===== config.mk =====
export PLATFORM = sky130hd
export DESIGN_NAME = stopwatch_bcd_core
export DESIGN_NICKNAME = d
export VERILOG_FILES = /design/src/rtl/stopwatch_bcd_core_pkg.sv /design/src/rtl/stopwatch_bcd_core_btn_debounce.sv /design/src/rtl/stopwatch_bcd_core.sv
export SDC_FILE = /design/constraint.sdc
export NUM_CORES = 1
export LEC_CHECK = 0
export CORE_UTILIZATION = 35
export DETAILED_ROUTE_END_ITERATION = 12
export GPL_TIMING_DRIVEN = 0
export PLACE_DENSITY = 0.48
export SLEW_MARGIN = 0
export SYNTH_ARGS = -nofsm -noshare
export SYNTH_HDL_FRONTEND = slang
export SYNTH_SLANG_ARGS = --single-unit

===== constraint.sdc =====
create_clock -name clk -period 5.2 [get_ports clk]
set_input_delay 1.56 -clock clk [delete_from_list [all_inputs] [get_ports clk]]
set_output_delay 1.56 -clock clk [all_outputs]
set_load 0.03 [all_outputs]

===== src/rtl/stopwatch_bcd_core_pkg.sv =====
// Shared definitions for the stopwatch core: FSM state encoding, BCD limits
// and the packed-BCD increment helper.
package stopwatch_bcd_core_pkg;

    typedef enum logic [1:0] {
        ST_IDLE  = 2'd0,
        ST_RUN   = 2'd1,
        ST_PAUSE = 2'd2,
        ST_OVF   = 2'd3
    } sw_state_t;

    localparam logic [3:0]  BCD_MAX  = 4'd9;
    localparam logic [15:0] CNTR_MAX = 16'h9999;

    // Increment a 4-digit packed BCD value; a digit at 9 wraps to 0 and
    // carries into the next digit. Digits above 9 are not corrected.
    function automatic logic [15:0] bcd_inc(input logic [15:0] value);
        logic [15:0] result;
        logic        carry;
        result = value;
        carry  = 1'b1;
        for (int i = 0; i < 4; i++) begin
            if (carry) begin
                if (result[i*4 +: 4] == BCD_MAX) begin
                    result[i*4 +: 4] = 4'd0;
                end else begin
                    result[i*4 +: 4] = result[i*4 +: 4] + 4'd1;
                    carry            = 1'b0;
                end
            end
        end
        return result;
    endfunction

endpackage


===== src/rtl/stopwatch_bcd_core_btn_debounce.sv =====
// Push-button conditioner: 2-FF synchroniser, debounce filter that only
// changes its level after DEB_CYCLES consecutive differing samples, and a
// one-cycle pulse on every debounced rising edge.
module btn_debounce #(
    parameter int DEB_CYCLES = 500_000
) (
    input  logic clk,
    input  logic rst,
    input  logic btn,
    output logic pulse
);

    localparam int CNT_W = (DEB_CYCLES > 1) ? $clog2(DEB_CYCLES) : 1;

    logic             sync1;
    logic             sync2;
    logic             level;
    logic [CNT_W-1:0] cnt;

    // Bring the raw button into the clock domain.
    always_ff @(posedge clk or negedge rst) begin
        if (!rst) begin
            sync1 <= 1'b0;
            sync2 <= 1'b0;
        end else begin
            sync1 <= btn;
            sync2 <= sync1;
        end
    end

    // Count consecutive samples that disagree with the debounced level and
    // flip the level (emitting a pulse on a rise) once enough have been seen.
    always_ff @(posedge clk or negedge rst) begin
        if (!rst) begin
            level <= 1'b0;
            cnt   <= '0;
            pulse <= 1'b0;
        end else if (sync2 != level) begin
            if (cnt == CNT_W'(DEB_CYCLES - 1)) begin
                level <= sync2;
                cnt   <= '0;
                pulse <= sync2;
            end else begin
                cnt   <= cnt + CNT_W'(1);
                pulse <= 1'b0;
            end
        end else begin
            cnt   <= '0;
            pulse <= 1'b0;
        end
    end

endmodule


===== src/rtl/stopwatch_bcd_core.sv =====
// Stopwatch counting centiseconds in packed BCD (SS.cc) with a free-running
// display scan strobe and start/pause/resume/clear button control.
module stopwatch_bcd_core
    import stopwatch_bcd_core_pkg::*;
#(
    parameter int CLK_HZ     = 50_000_000,
    parameter int TICK_HZ    = 100,
    parameter int SCAN_HZ    = 1000,
    parameter int DEB_CYCLES = 500_000
) (
    input  logic        clk,
    input  logic        rst,
    input  logic        btn_start,
    input  logic        btn_clear,
    output logic        dispen,
    output logic [15:0] cntr,
    output logic        running,
    output logic        overflow
);

    localparam int SCAN_DIV = CLK_HZ / SCAN_HZ;
    localparam int TICK_DIV = CLK_HZ / TICK_HZ;
    localparam int SCAN_W   = (SCAN_DIV > 1) ? $clog2(SCAN_DIV) : 1;
    localparam int TICK_W   = (TICK_DIV > 1) ? $clog2(TICK_DIV) : 1;

    sw_state_t         state;
    sw_state_t         state_next;
    logic [SCAN_W-1:0] scan_cnt;
    logic [TICK_W-1:0] tick_cnt;
    logic              start_p;
    logic              clear_p;
    logic              tick;

    btn_debounce #(.DEB_CYCLES(DEB_CYCLES)) u_start (
        .clk   (clk),
        .rst   (rst),
        .btn   (btn_start),
        .pulse (start_p)
    );

    btn_debounce #(.DEB_CYCLES(DEB_CYCLES)) u_clear (
        .clk   (clk),
        .rst   (rst),
        .btn   (btn_clear),
        .pulse (clear_p)
    );

    assign tick = (state == ST_RUN) && (tick_cnt == TICK_W'(TICK_DIV - 1));

    // Free-running scan divider; the strobe is a registered decode of the last count.
    always_ff @(posedge clk or negedge rst) begin
        if (!rst) begin
            scan_cnt <= '0;
            dispen   <= 1'b0;
        end else begin
            dispen   <= (scan_cnt == SCAN_W'(SCAN_DIV - 1));
            scan_cnt <= (scan_cnt == SCAN_W'(SCAN_DIV - 1)) ? '0 : scan_cnt + SCAN_W'(1);
        end
    end

    // State register; status flags decode the next state so they track it exactly.
    always_ff @(posedge clk or negedge rst) begin
        if (!rst) begin
            state    <= ST_IDLE;
            running  <= 1'b0;
            overflow <= 1'b0;
        end else begin
            state    <= state_next;
            running  <= (state_next == ST_RUN);
            overflow <= (state_next == ST_OVF);
        end
    end

    // Next-state logic: clear beats everything, overflow beats a coincident start.
    always_comb begin
        state_next = state;
        if (clear_p) begin
            state_next = ST_IDLE;
        end else begin
            case (state)
                ST_IDLE:  if (start_p) state_next = ST_RUN;
                ST_RUN: begin
                    if (tick && (cntr == CNTR_MAX)) state_next = ST_OVF;
                    else if (start_p)               state_next = ST_PAUSE;
                end
                ST_PAUSE: if (start_p) state_next = ST_RUN;
                ST_OVF:   state_next = ST_OVF;
                default:  state_next = ST_IDLE;
            endcase
        end
    end

    // Tick divider advances only while running and keeps its phase across a pause.
    always_ff @(posedge clk or negedge rst) begin
        if (!rst) begin
            tick_cnt <= '0;
        end else if (clear_p || (state == ST_IDLE)) begin
            tick_cnt <= '0;
        end else if (state == ST_RUN) begin
            tick_cnt <= tick ? '0 : tick_cnt + TICK_W'(1);
        end
    end

    // BCD count register; it holds at 9999 when the overflow tick arrives.
    always_ff @(posedge clk or negedge rst) begin
        if (!rst) begin
            cntr <= 16'h0000;
        end else if (clear_p) begin
            cntr <= 16'h0000;
        end else if (tick && (cntr != CNTR_MAX)) begin
            cntr <= bcd_inc(cntr);
        end
    end

endmodule


==> flow_summary.toml, run 1 <==
[status]
status = "complete, no violations"

[sta]
fin_crit_sh = 0.593
setup_viol = 0
hold_violations = 0
tightest_slew_ns = 1.03
grt_setup_unrepaired = "no"
slew_violations = 0
slew_headroom = 0.305
period_needed_ns = 3.09
setup_ws_ns = 2.11
fmax_mhz = 324
skew_ns = 0.00345

[cells_and_area]
syn_to_final_growth_pct = 15.2
n_antenna_cell = 0
stdcell_area_mm2 = 0.00578
drive_above_1_share = 0.0574
final_nets = 552

[detailed_routing]
drc = 0
via_per_inst = 5.00
wire_per_inst_um = 13.7
detail-route-antenna-nets = 0
vias = 3597
firstDrtPassIters = 4
drtIter0Drc = 160
wl_mm = 9.87

[hold_path]
hold_path.class = "register to register"
min_from = "u_clear.sync1"

[cts]
cts_sinks = 102
clkLatencyLatePin_ns = 0.34
cts_resized = 0
cts_buffers = 9
holdBufCountCts = 0
clockBufferDepth = 2
h-tree-depth = 3
path_clk_slew_ns = 0.07
cts_root_buf = "clkbuf_16"
cts_tree = "yes"
post-cts-setup-buffer-count = 0

[worst_setup_path]
crit_start = "cntr[4]"
worst-r2r-setup-slack_ns = 2.52
start_kind = "register"
criticalPathCategory = "register to primary output"
cp_slowest_stage_delay_ns = 0.72
crit_slowest_cell = "clkdlybuf4s50_1"
required_ns = 3.64
end_kind = "primary output"
crit_family = "buffers and inverters"
cp_num_buf_inv = 1
critical_path.cell_chain = "clkdlybuf4s50_1"
worstPathMaxFanout = 7
r2r-start = "tick_cnt[7]"
worst_ep_arrival_time_ns = 1.53

[power]
peakVddDrop_v = 0.000165
swShare = 0.210
power_mw = 1.51
power.leakage_nw = 2.44
power_density_mw_per_mm2 = 260
pwr-share-seq = 0.534
power_switching_mw = 0.316
clkPwrFrac = 0.444
p_comb_frac = 0.022
internal_power_mw = 1.19

[logic_synthesis]
ys_seq_elements = 102
syn_inst = 502
yosys_warnings = 0
async_reset_ff_frac = 1.00
synth_area_mm2 = 0.00502
synth_nets = 518
synth-edff-count = 0
synth_flop_cell = "dfrtp_1"
avgSynthCellArea_um2 = 10.0
yosysUniqueCellTypes = 49
ys_seq_area_frac = 0.508

[grt]
grt_max_degree = 59
grt-ovfl-total = 0
grt_pass1_wl_mm = 17.2
grt_pass1_vias = 3572
antenna_found_initial = 0
grt_usage = 0.148

[floorplanning]
io_pins = 23
dieArea_mm2 = 0.0148
die_w_um = 122
core_mm2 = 0.0139
fp.dieH_um = 122
num_rows = 43
start_util = 0.360

[placed_design]
place_hpwl_mm = 6.77
pre_cts_ws_ns = 2.47
finalWeightedCongestion = 0.757
io_buffers = 22
place_area_mm2 = 0.00549

[run]
maxCapViolations = 0
final cells by class:
type | instances | area (um2)
Fill cell | 1371 | 8150
Inverter | 12 | 45.0
Timing Repair Buffer | 23 | 245
Buffer | 10 | 46.3
Multi-Input combinational cell | 378 | 2380
Tap cell | 180 | 225
Clock inverter | 4 | 47.5
Sequential cell | 102 | 2550
Clock buffer | 11 | 243
path summary, 6_finish.rpt:
path	cells past startpoint	end
setup / recovery	1	cntr[4]
hold / removal	0	u_clear.sync2
setup reg to reg	8	tick_cnt[7]
hold reg to reg	0	u_clear.sync2
max in group asynchronous	2	cntr[1]
min in group asynchronous	1	u_start.cnt[8]
synthesized netlist by cell type, drive strengths merged (6+ instances only):
master	count	share of area
o21ai	8	0.0080
dfrtp	102	0.51
xnor2	30	0.052
and3	13	0.016
nor4	9	0.014
mux2i	6	0.012
nand2	38	0.028
ha	12	0.030
nor2	95	0.071
a21oi	7	0.0070
xor2	35	0.061
and4	7	0.012
nand3	31	0.031
nor3	10	0.010
clkbuf	8	0.0060
inv	12	0.0090
nand4	21	0.027
registers in the layout (all words and copies together) (netlist names), 2 cells and up:
signal,cells
cntr,16
tick_cnt,19
scan_cnt,16
u_clear.cnt,19
state,2
u_start.cnt,19
metal layers:
metal / global-route usage / routed length, um
met3: 0.0431 / 280
met2: 0.232 / 4490
met4: 0.0370 / 94
met1: 0.200 / 5000
met5: 0 / 0
through the flow:
stage | cells | hold WS, ns | TNS [ns] | utilization
detailed placement | 705 | 0.340 | 0 | 0.394
floorplan | 502 | 0.331 | 0 | -
finish | 720 | 0.354 | 0 | 0.415
global route | 720 | 0.363 | 0 | 0.415
CTS | 720 | 0.355 | 0 | 0.415
global placement | 704 | 0.335 | -151.62 | 0.392
power by group through the flow:
| stage | sequential (mW) | clock (mW) | combinational, mW |
|---|---|---|---|
| 6_report | 0.804 | 0.669 | 0.0326 |
| 2_1_floorplan | 0.818 | 0 | 0.0105 |
| 3_5_place_dp | 0.819 | 0 | 0.0349 |
| 4_1_cts | 0.803 | 0.704 | 0.0350 |
| 3_3_place_gp | 0.819 | 0 | 0.0322 |
| 5_1_grt | 0.804 | 0.730 | 0.0393 |
placed cells by master (no fill, tap or decap), types with 2 or more instances in the layout:
cell type	n
dfrtp_1	102
nor2_1	95
nand2_1	38
xor2_1	35
nand3_1	31
xnor2_1	30
clkdlybuf4s50_1	21
nand4_1	20
and3_1	13
inv_1	12
ha_1	12
nor3_1	10
clkbuf_1	9
clkbuf_16	9
nor4_1	8
o21ai_0	8
and4_1	7
a21oi_1	7
mux2i_1	6
and3b_1	5
nor2b_1	5
and2_1	4
or3_1	4
nand2b_1	4
nor3b_1	3
a21bo_2	3
mux2_2	3
nor4b_1	2
nand4b_1	2
o211ai_1	2
or4_1	2
nand3b_1	2
clkinv_2	2
cell families (layout without fill, tap and decap cells):
family,after synthesis,in the layout,share of synthesized area
buffers and inverters,22,60,0.0182
adders and majority gates,12,12,0.0299
xor gates and xnor gates,65,65,0.113
muxes,9,9,0.0187
and+or+nand+nor,264,264,0.270
DFF,102,102,0.508
AOI/OAI and AO/OA,28,28,0.0414
Note: power is estimated with default switching activity, not from simulation.
==> run 2, diff against run 1 <==
==> constraint.sdc (replaced) <==
create_clock -name clk -period 2.9 [get_ports clk]
set_input_delay 0.87 -clock clk [delete_from_list [all_inputs] [get_ports clk]]
set_output_delay 0.87 -clock clk [all_outputs]
set_load 0.03 [all_outputs]
==> results of run 2 <==
Same layout as run 1 (identical final DEF). Status: complete, no violations.
Among the figures that moved: setup slack after placement 2.47 ns -> 0.220 ns; setup slack after layout 2.11 ns -> 0.217 ns; start point of the critical path cntr[4] -> tick_cnt[7]; end point of the critical path cntr[4] -> tick_cnt[7]; register-to-register setup slack 2.52 ns -> 0.22 ns; total power 1.51 mW -> 2.70 mW; worst IR drop on VDD 0.000165 V -> 0.000296 V
==> run 3, diff against run 2 <==
--- a/config.mk
+++ b/config.mk
@@ -5,11 +5,11 @@
 export SDC_FILE = /design/constraint.sdc
 export NUM_CORES = 1
 export LEC_CHECK = 0
+export CORE_ASPECT_RATIO = 1.4
 export CORE_UTILIZATION = 35
 export DETAILED_ROUTE_END_ITERATION = 12
 export GPL_TIMING_DRIVEN = 0
 export PLACE_DENSITY = 0.48
-export SLEW_MARGIN = 0
 export SYNTH_ARGS = -nofsm -noshare
 export SYNTH_HDL_FRONTEND = slang
 export SYNTH_SLANG_ARGS = --single-unit
==> flow_summary.toml, run 3 (synthesis gave the netlist of run 1 again) <==
[cells_and_area]
layout_common_cells = "102 x dfrtp_1, 95 x nor2_1, 38 x nand2_1, 35 x xor2_1, 31 x nand3_1"
mostFrequentLayoutCell = "dfrtp_1"
drive_above_1_share = 0.0591
largestRegisters = "tick_cnt x19, u_clear.cnt x19, u_start.cnt x19"
syn_to_final_growth_pct = 15.0
final_util = 0.413
n_antenna_cell = 0
final_nets = 552
stdcell_count = 726
stdcell_area_mm2 = 0.00577

[sta]
tightest_slew_ns = 1.04
hold_violations = 0
fmax_mhz = 377
period_needed_ns = 2.65
skew_ns = 0.00986
setup_viol = 0
slew_violations = 0
fin_crit_sh = 0.915
fin_setup_tns_ns = 0
grt_setup_unrepaired = "no"
slew_headroom = 0.300

[detailed_routing]
wire_per_inst_um = 13.2
wl_mm = 9.56
firstDrtPassIters = 4
vias = 3560
drtIter0Drc = 100
detail-route-antenna-nets = 0
drc = 0
via_per_inst = 4.90

[power]
peakVddDrop_v = 0.000217
power_density_mw_per_mm2 = 451
power.leakage_nw = 2.42

[worst_setup_path]
required_ns = 3.12
worst-r2r-setup-slack_ns = 0.25
end_kind = "register"
cp_slowest_stage_delay_ns = 0.54
start_kind = "register"
path_common_cell = "nor2_1"
r2r-start = "tick_cnt[7]"
criticalPathCategory = "register to register"
worstPathMaxFanout = 10
critical_path.cell_chain = "or4b_1, or4_4, buf_6, nor2_1, or3_1, clkbuf_1, buf_2, nor2_1"
r2r_cells = 8
worst_ep_arrival_time_ns = 2.87
r2r-end = "tick_cnt[13]"
crit_slowest_cell = "or4b_1"

[run]
maxCapViolations = 0

[cts]
path_clk_slew_ns = 0.06
clkLatencyLatePin_ns = 0.34
cts_sinks = 102
cts_tree = "yes"
cts_buffers = 9
post-cts-setup-buffer-count = 0
holdBufCountCts = 0
cts_root_buf = "clkbuf_16"
h-tree-depth = 3
clockBufferDepth = 2

[floorplanning]
start_util = 0.359
io_pins = 23
fp.dieH_um = 144
num_rows = 51
dieArea_mm2 = 0.0148
die_w_um = 103
core_mm2 = 0.0140

[grt]
grt_pass1_wl_mm = 16.5
grt_max_degree = 54
antenna_found_initial = 0
grt_pass1_vias = 3490
grt-ovfl-total = 0
grt_usage = 0.143

[placed_design]
dp_cells = 710
io_buffers = 22
finalWeightedCongestion = 0.755
place_area_mm2 = 0.00550
place_hpwl_mm = 6.78

[hold_path]
min_from = "u_clear.sync1"
whs_path_depth = 0
hold_path.class = "register to register"
hold_end = "u_clear.sync2"

[status]
status = "complete, no violations"
run 3: worst max-delay path: cells and delay by family, from the launching register on:
kind,cells,cell delay (ns)
flops,1,0.41
simple gates,5,1.52
buf+inv,3,0.60
run 3: per-stage QoR:
stage | power [mW] | hold WS, ns | setup slack [ns]
after floorplan | 1.49 | 0.331 | 0.443
after global placement | 1.53 | 0.345 | -3.06
after detailed placement | 1.53 | 0.344 | 0.101
after CTS | 2.66 | 0.359 | 0.0868
after global routing | 2.71 | 0.359 | 0.0730
final | 2.60 | 0.356 | 0.246
run 3: layout make-up:
type,count,area [um2]
fill,1369,8200
sequential,102,2550
tap,185,231
clock buffer,11,233
buffer,10,46.3
multi-input combinational,378,2380
clock inverter,5,36.3
timing repair buffer,23,245
inverter,12,45.0
run 3: timing repair:
item | CTS | global route
endpoints found under the setup margin | 0 | 1
endpoints found under the hold margin | 0 | 0
resized for setup | 0 | 1
run 3: worst max-delay path by stage:
stage          slack (ns)        start  cells after the start               to
2_1_floorplan        0.44  tick_cnt[7]                      6          cntr[6]
6_report             0.25  tick_cnt[7]                      8     tick_cnt[13]
3_5_place_dp         0.10  tick_cnt[7]                      6         state[0]
5_1_grt              0.07  tick_cnt[7]                      8      tick_cnt[9]
4_1_cts              0.09  tick_cnt[7]                      6         state[0]
3_3_place_gp        -3.06          rst                      1  u_clear.cnt[12]
run 3: where the power goes:
group          total [mW]  internal, mW  switching, mW
logic              0.0584        0.0158         0.0426
registers            1.44          1.43        0.00931
clock network        1.11         0.583          0.523
run 3: routing by layer:
metal / share of wire / GRT usage
met1: 0.46 / 0.179
met2: 0.51 / 0.247
met3: 0.018 / 0.0224
met4: 0.015 / 0.0534
met5: 0 / 0
